--- src/rtl/div_ctrl.sv ---
// rtl/div_ctrl.sv - radix-2 restoring DIV/DIVU sequencer with EX stall request
// One quotient bit per cycle; signs are stripped on entry and reapplied on the final step.
module div_ctrl #(
   parameter int WIDTH = 32
) (
   input  logic                 clk,
   input  logic                 rst,
   input  logic                 div_start,
   input  logic                 div_signed,
   input  logic [WIDTH-1:0]     div_opdata1,
   input  logic [WIDTH-1:0]     div_opdata2,
   input  logic                 div_annul,
   output logic                 div_ready,
   output logic [2*WIDTH-1:0]   div_result,
   output logic                 stallreq_for_div
);

   localparam int CW = $clog2(WIDTH) + 1;

   typedef enum logic [1:0] {
      S_FREE   = 2'd0,
      S_BYZERO = 2'd1,
      S_ON     = 2'd2,
      S_DONE   = 2'd3
   } state_t;

   state_t               state_q, state_d;
   logic [CW-1:0]        cnt_q, cnt_d;
   logic [WIDTH-1:0]     rem_q, rem_d;
   logic [WIDTH-1:0]     quo_q, quo_d;
   logic [WIDTH-1:0]     dvs_q, dvs_d;
   logic                 neg_quo_q, neg_quo_d;
   logic                 neg_rem_q, neg_rem_d;
   logic                 ready_q, ready_d;
   logic [2*WIDTH-1:0]   result_q, result_d;

   logic [WIDTH:0]       shifted;
   logic                 no_borrow;
   logic [WIDTH-1:0]     step_rem;
   logic [WIDTH-1:0]     step_quo;
   logic [WIDTH-1:0]     abs1;
   logic [WIDTH-1:0]     abs2;
   logic                 op1_neg;
   logic                 op2_neg;

   // quo_q starts as the dividend magnitude and fills with quotient bits from the LSB
   always_comb begin
      shifted   = {rem_q, quo_q[WIDTH-1]};
      no_borrow = (shifted >= {1'b0, dvs_q});
      step_rem  = no_borrow ? (shifted[WIDTH-1:0] - dvs_q) : shifted[WIDTH-1:0];
      step_quo  = {quo_q[WIDTH-2:0], no_borrow};

      op1_neg = div_signed & div_opdata1[WIDTH-1];
      op2_neg = div_signed & div_opdata2[WIDTH-1];
      abs1    = op1_neg ? (~div_opdata1 + 1'b1) : div_opdata1;
      abs2    = op2_neg ? (~div_opdata2 + 1'b1) : div_opdata2;
   end

   always_comb begin
      state_d   = state_q;
      cnt_d     = cnt_q;
      rem_d     = rem_q;
      quo_d     = quo_q;
      dvs_d     = dvs_q;
      neg_quo_d = neg_quo_q;
      neg_rem_d = neg_rem_q;
      ready_d   = ready_q;
      result_d  = result_q;

      case (state_q)
         S_FREE: begin
            ready_d = 1'b0;
            if (div_start && !div_annul) begin
               if (div_opdata2 == '0) begin
                  state_d = S_BYZERO;
               end else begin
                  state_d   = S_ON;
                  cnt_d     = '0;
                  rem_d     = '0;
                  quo_d     = abs1;
                  dvs_d     = abs2;
                  neg_quo_d = op1_neg ^ op2_neg;
                  neg_rem_d = op1_neg;
               end
            end
         end
         S_ON: begin
            if (div_annul || !div_start) begin
               state_d = S_FREE;
               ready_d = 1'b0;
            end else begin
               rem_d = step_rem;
               quo_d = step_quo;
               cnt_d = cnt_q + CW'(1);
               if (cnt_q == CW'(WIDTH - 1)) begin
                  state_d  = S_DONE;
                  ready_d  = 1'b1;
                  result_d = {neg_rem_q ? (~step_rem + 1'b1) : step_rem,
                              neg_quo_q ? (~step_quo + 1'b1) : step_quo};
               end
            end
         end
         S_BYZERO: begin
            if (div_annul) begin
               state_d = S_FREE;
               ready_d = 1'b0;
            end else begin
               state_d  = S_DONE;
               ready_d  = 1'b1;
               result_d = '0;
            end
         end
         S_DONE: begin
            // result is deliberately left in place after the handshake completes
            if (div_annul || !div_start) begin
               state_d = S_FREE;
               ready_d = 1'b0;
            end
         end
         default: begin
            state_d = S_FREE;
            ready_d = 1'b0;
         end
      endcase
   end

   always_ff @(posedge clk) begin
      if (rst) begin
         state_q   <= S_FREE;
         cnt_q     <= '0;
         rem_q     <= '0;
         quo_q     <= '0;
         dvs_q     <= '0;
         neg_quo_q <= 1'b0;
         neg_rem_q <= 1'b0;
         ready_q   <= 1'b0;
         result_q  <= '0;
      end else begin
         state_q   <= state_d;
         cnt_q     <= cnt_d;
         rem_q     <= rem_d;
         quo_q     <= quo_d;
         dvs_q     <= dvs_d;
         neg_quo_q <= neg_quo_d;
         neg_rem_q <= neg_rem_d;
         ready_q   <= ready_d;
         result_q  <= result_d;
      end
   end

   assign div_ready        = ready_q;
   assign div_result       = result_q;
   assign stallreq_for_div = div_start & ~ready_q & ~div_annul & ~rst;

endmodule

--- config.mk ---
export PLATFORM = sky130hd
export DESIGN_NAME = div_ctrl
export DESIGN_NICKNAME = d
export VERILOG_FILES = /design/src/rtl/div_ctrl.sv
export SDC_FILE = /design/constraint.sdc
export NUM_CORES = 1
export LEC_CHECK = 0
export ABC_CLOCK_PERIOD_IN_PS = 5700
export CORE_ASPECT_RATIO = 0.8
export CORE_MARGIN = 1
export CORE_UTILIZATION = 58
export CTS_CLUSTER_SIZE = 12
export DETAILED_ROUTE_END_ITERATION = 10
export PLACE_DENSITY = 0.88
export REMOVE_ABC_BUFFERS = 1
export SLEW_MARGIN = 40
export SYNTH_ARGS = -nofsm -noshare
export SYNTH_HDL_FRONTEND = slang
export SYNTH_SLANG_ARGS = --single-unit
--- constraint.sdc ---
create_clock -name clk -period 5.7 [get_ports clk]
set_input_delay 0.855 -clock clk [delete_from_list [all_inputs] [get_ports clk]]
set_output_delay 0.855 -clock clk [all_outputs]
set_load 0.05 [all_outputs]
After elaboration in Yosys (flattened, before gate mapping)
Index checks and enable logic that the tools add are counted.
- register bits: 171
- input port bits: 69
- output and inout bits: 66
- word-level logic and storage cells: 87
- add/sub/neg operators: 6
- order comparisons: 1
- eq/ne operators: 11
- multiplexer cells: 33
- bitwise operators: 14
- reductions and logical operators: 13
- operators with widths (cell ; count):
    $mux W32 ; 11
    $mux W64 ; 3
    $add A32 B1 Y32 const B ; 4
    $not A32 Y32 ; 4
    $pmux W32 S2 ; 2
    $pmux W64 S2 ; 1
    $ge A33 B32 Y1 ; 1
    $logic_not A32 Y1 ; 1
    $sub A32 B32 Y32 ; 1
    $mux W6 ; 3
    $mux W2 ; 6
    $ne A2 B2 Y1 const B ; 6
    $pmux W6 S2 ; 1
    $pmux W2 S4 ; 1
    $reduce_and A4 Y1 ; 2
    $add A6 B1 Y6 const B ; 1
    $eq A6 B5 Y1 const B ; 1
    $reduce_and A3 Y1 ; 2
    $and A1 B1 Y1 ; 5
    $eq A2 B2 Y1 const B ; 2
    $mux W1 ; 4
    $not A1 Y1 ; 4
    $pmux W1 S4 ; 1
    $reduce_bool A2 Y1 ; 2
    other kinds (8) ; 9

Depth between registers and ports, before layout
- word-level depth: 8
- gate-level depth with buffers: 23
- mapped depth without buffers: 18

Least setup slack after synthesis
Ideal clock, no wire load.
- path type: reg-to-reg
- start: register rem_q[5]
- end: register result_q[58], in the netlist div_result[58]
- library setup time: 74 ps
- data arrival time: 4604 ps
- required time: 5626 ps
- slack: 1022 ps
- cell stages (with the launch flop): 21
- buffers on the path: 5
- period minus slack after synthesis: 4678 ps
- cells stage by stage: dfxtp_1 ha_1 clkbuf_1 a21oi_1 or4_1 nand3_1 o211a_1 or3_1 buf_6 buf_2 buf_2 buf_1 mux2i_1 ha_1 nand3_1 or4_1 o41ai_1 nand2_1 nor3_1 mux2_2 a31oi_1
- longest elaborated chain between the ends: 8
- elaborated cells on any way between the ends: 9
- classes of those cells: add/sub: 2; order compare: 1; mux: 5; bitwise: 1
- ends and longest elaborated chain (what ; RTL line ; source):
    start, declared ; 29 ; logic [WIDTH-1:0] rem_q, rem_d;
    start signal, assigned ; 141 ; rem_q <= rem_d;
    $sub A32 B32 Y32 or $ge A33 B32 Y1 (tied branches) ; 50, 49 ;
    $mux W32 * ; 50 ; step_rem = no_borrow ? (shifted[WIDTH-1:0] - dvs_q) : shifted[WIDTH-1:0];
    $not A32 Y32 ; 98 ; result_d = {neg_rem_q ? (~step_rem + 1'b1) : step_rem,
    $add A32 B1 Y32 ; 98 ;
    $mux W32 * ; 98 ;
    $mux W64 * ; 95 ; if (cnt_q == CW'(WIDTH - 1)) begin
    $mux W64 * ; 88 ; if (div_annul || !div_start) begin
    $pmux W64 S2 * ; 70 ; case (state_q)
    end signal, assigned ; 147 ; result_q <= result_d;
    end, declared ; 35 ; logic [2*WIDTH-1:0] result_q, result_d;
Mark *: on every way between the ends. The rest lies on a longest branch, timed or not. The select of a mux whose other input is x is not followed.
A chain may end at the register's enable or synchronous reset.

Final worst setup path
- start: register rem_q[28]
- end: register result_q[58], in the netlist div_result[58]
- longest elaborated chain between the ends: 8
- ends and longest elaborated chain (what ; RTL line ; source):
    $ge A33 B32 Y1 * ; 49 ; no_borrow = (shifted >= {1'b0, dvs_q});
    $mux W32 * ; 50 ;
    $not A32 Y32 ; 98 ;
    $add A32 B1 Y32 ; 98 ;
    $mux W32 * ; 98 ;
    $mux W64 * ; 95 ;
    $mux W64 * ; 88 ;
    $pmux W64 S2 * ; 70 ;
Marked as above.

==> impl_results.md <==
- CTS buffer count: 17
- Final hold violation count: 0
- Worst vdd ir: 0.291 mV
- R2R Setup Slk: 650 ps
- Run status: finished, final reports clean
- Synth Area in Simple Gates: 25.0%
- Number of synthesized register bits: 171
- Clock Power Share: 22.6%
- Crit end category: flip-flop
- Initial antenna violation count: 0
- Synth cell count leaders: 283 x nand2_1, 171 x dfxtp_1, 151 x nor2_1
- DRT iter0 DRCs: 1601
- Final setup violation count: 0
- RSZ-0062 raised after global routing: false
- # diodes: 0
- Io pins: 135
- Pwr dens: 364 nW/um^2
- Reg2reg start: rem_q[28]
- Post-synthesis cell count: 1658
- Port-buffer cells: 134
- 1st-pass router iterations: 8
- Share of layout cells above drive strength 1: 5.53%
- Area Growth Syn to Fin: 16.3%
- Yosys cell types: 87
- Final ANT Viol Nets: 0
- Most instantiated library cell after synthesis: nand2_1
- Post-DP HPWL: 26700 microns
- P_leak: 5.25 nW
- Comb power frac: 50.7%
- Reg2Reg Depth: 15
- Maximum clock frequency: 0.198 GHz
- Hold buffers post-CTS: 0
- First-pass GRT wire length: 59100 microns
- Internal power: 2.74 mW
- YS warnings: 0
- Vias: 12800
- Proportion of synthesized chip area in sequential cells: 28.3%
- Ranking of synthesized cells by area: dfxtp_1 28%, nand2_1 8.8%, a21oi_1 6.0%
- Xor and xnor area share after synthesis: 10.1%
- Top_reg_cell synth: dfxtp_1
- Die Width: 163 microns
- Synth async-reset ratio: 0%
- Compound-cell area share of the yosys netlist: 25.0%
- CP Launch Type: flip-flop
- Syn Std Cell Area: 12100 sq um
- H-tree Lvls: 4
- Core ar.: 20100 sq um
- Worst rel slew slack: 43.5%
- Worst-path maximum fanout: 23
- CTS tree: built
- Critical path required time: 6060 ps
- Worst Hold Class: reg -> reg
- Mux contribution to synthesized area: 1.35%
- Post-synth EDFFs: 0
- Final Skew: 12.3 ps
- WL final: 37000 microns
- Clock-pin slew on the worst setup and hold paths: 70 ps
- Clk sink count: 171
- Clk buf depth: 2
- Max-cap viol count: 0
- Vias in the first global route: 11600
- Utilization after layout: 69.9%
- Average wire per standard cell: 18.5 microns
- Layout net count: 1838
- Via-to-Cell Ratio: 6.41
- Final GP Congestion: 0.993
- Inst Count DP: 1971
- FP Rows: 46
- Die Span Y: 131 microns
- Start point of the critical path: rem_q[28]
- Synth Area per Inst: 7.29 sq um
- Initial Util: 60.1%
- Switch share: 46.3%
- DRC viols: 0
- Post-synth top area cell: dfxtp_1
- Total track usage: 34.7%
- Die area: 21400 sq um
- CP arrival: 5410 ps
- Post-CTS sizing: 0
- Total Power: 5.11 mW
- Largest family of logic cells by synthesized area: simple AND/OR/NAND/NOR gates
- Largest net degree at the start of global routing: 86
- Setup crit end: div_result[58]
- Worst setup path category: reg -> reg
- Worst-margin pin slew: 848 ps
- Minimum clock period: 5050 ps
- Post-CTS setup buffers: 0
- P_sw: 2.37 mW
- Root Buffer Master: clkbuf_16
- Hold WS: 452 ps
- Post-synthesis adder-cell area fraction: 4.52%
- R2R Path End: div_result[58]
- Sequential power share: 26.8%
- Final Slew Violations: 0
- Yosys top cell area share: 28.3%
- Period utilization: 88.6%
- TNS Setup: 0 ps
- Post-route insts no fill: 2001
- Grt ovf: 0
- Clock latency on the worst-skew pair: 440 ps
how the worst min path moves through the flow:
stage,start,end,cells past startpoint
after floorplan,dvs_q[22],dvs_q[22],2
after global placement,div_result[54],div_result[54],2
after detailed placement,div_result[27],div_result[27],2
after CTS,div_result[57],div_result[57],2
after global routing,div_result[63],div_result[63],2
final,div_result[62],div_result[62],2
layer usage:
| metal | vias to the layer above | wire length [microns] | global-route usage (%) |
|---|---|---|---|
| met4 | 0 | 853 | 11.1 |
| li1 | 6043 | - | - |
| met3 | 97 | 3560 | 5.63 |
| met2 | 725 | 16100 | 53.7 |
| met1 | 5960 | 16400 | 49.1 |
| met5 | - | 0 | 0 |
worst max-delay path, cell delays in order, from the launching register on:
cell      delay (ps)
dfxtp_1          370
ha_1             450
nand4b_2         260
nor4_1           640
nand4_1          220
nand3_2          140
or3_2            440
mux2i_1          350
ha_1             320
nand3_1          130
or4_1            450
o41ai_1          150
nand2_1          200
nor3_1           290
mux2_2           380
a31oi_1          180
through the flow:
| stage | setup slack (ps) | instance area (sq um) |
|---|---|---|
| global placement | 924 | 13500 |
| finish | 649 | 14000 |
| CTS | 819 | 14000 |
| global route | 444 | 14000 |
| detailed placement | 842 | 13500 |
| floorplan | -1100 | 11600 |
cells by family (layout without fill, tap and decap cells):
family,after synthesis,in the layout
AO/OA/AOI/OAI,466,466
XOR/XNOR,139,139
adder cells (fa/ha/maj),43,43
buffers and inverters,160,239
flip-flops,171,171
multiplexers,15,15
AND/OR/NAND/NOR,664,664
layout make-up:
type                    instances  area, sq um
repair buffers                153         1510
clock buffers                  17          425
multi-input cells            1327         8010
clock inverters                13          135
flip-flops and latches        171         3420
fillers                      1646         6040
well taps                     264          330
inverters                      56          210
registers in the layout, summed over array words and instances, names as in the netlist:
register,flops
cnt_q,6
rem_q,32
dvs_q,32
quo_q,32
neg_quo_q,1
neg_rem_q,1
div_ready,1
div_result,64
state_q,2
placed cells by master (no fill, tap or decap), drive strengths merged, types with 8 or more instances in the layout:
cell and count:
a211oi 44, a21o 14, a21oi 148, a22oi 34
a31oi 11, and3 9, buf 20, clkbuf 17
clkdlybuf4s50 133, dfxtp 171, ha 42, inv 63
mux2i 8, nand2 283, nand2b 10, nand3 54
nand4 15, nor2 151, nor2b 10, nor3 47
nor4 22, o211ai 13, o21ai 110, o31ai 27
o41ai 13, or2 9, or3 19, or4 10
xnor2 75, xor2 64
power groups by stage:
stage	Sequential, mW	Combinational (mW)	Clock (mW)
after floorplan	1.37	1.74	0
after CTS	1.36	2.50	1.16
final	1.37	2.59	1.15
after global placement	1.38	2.43	0
after global routing	1.38	2.80	1.21
after detailed placement	1.39	2.48	0
No activity file was read; power rests on OpenSTA's default activity.
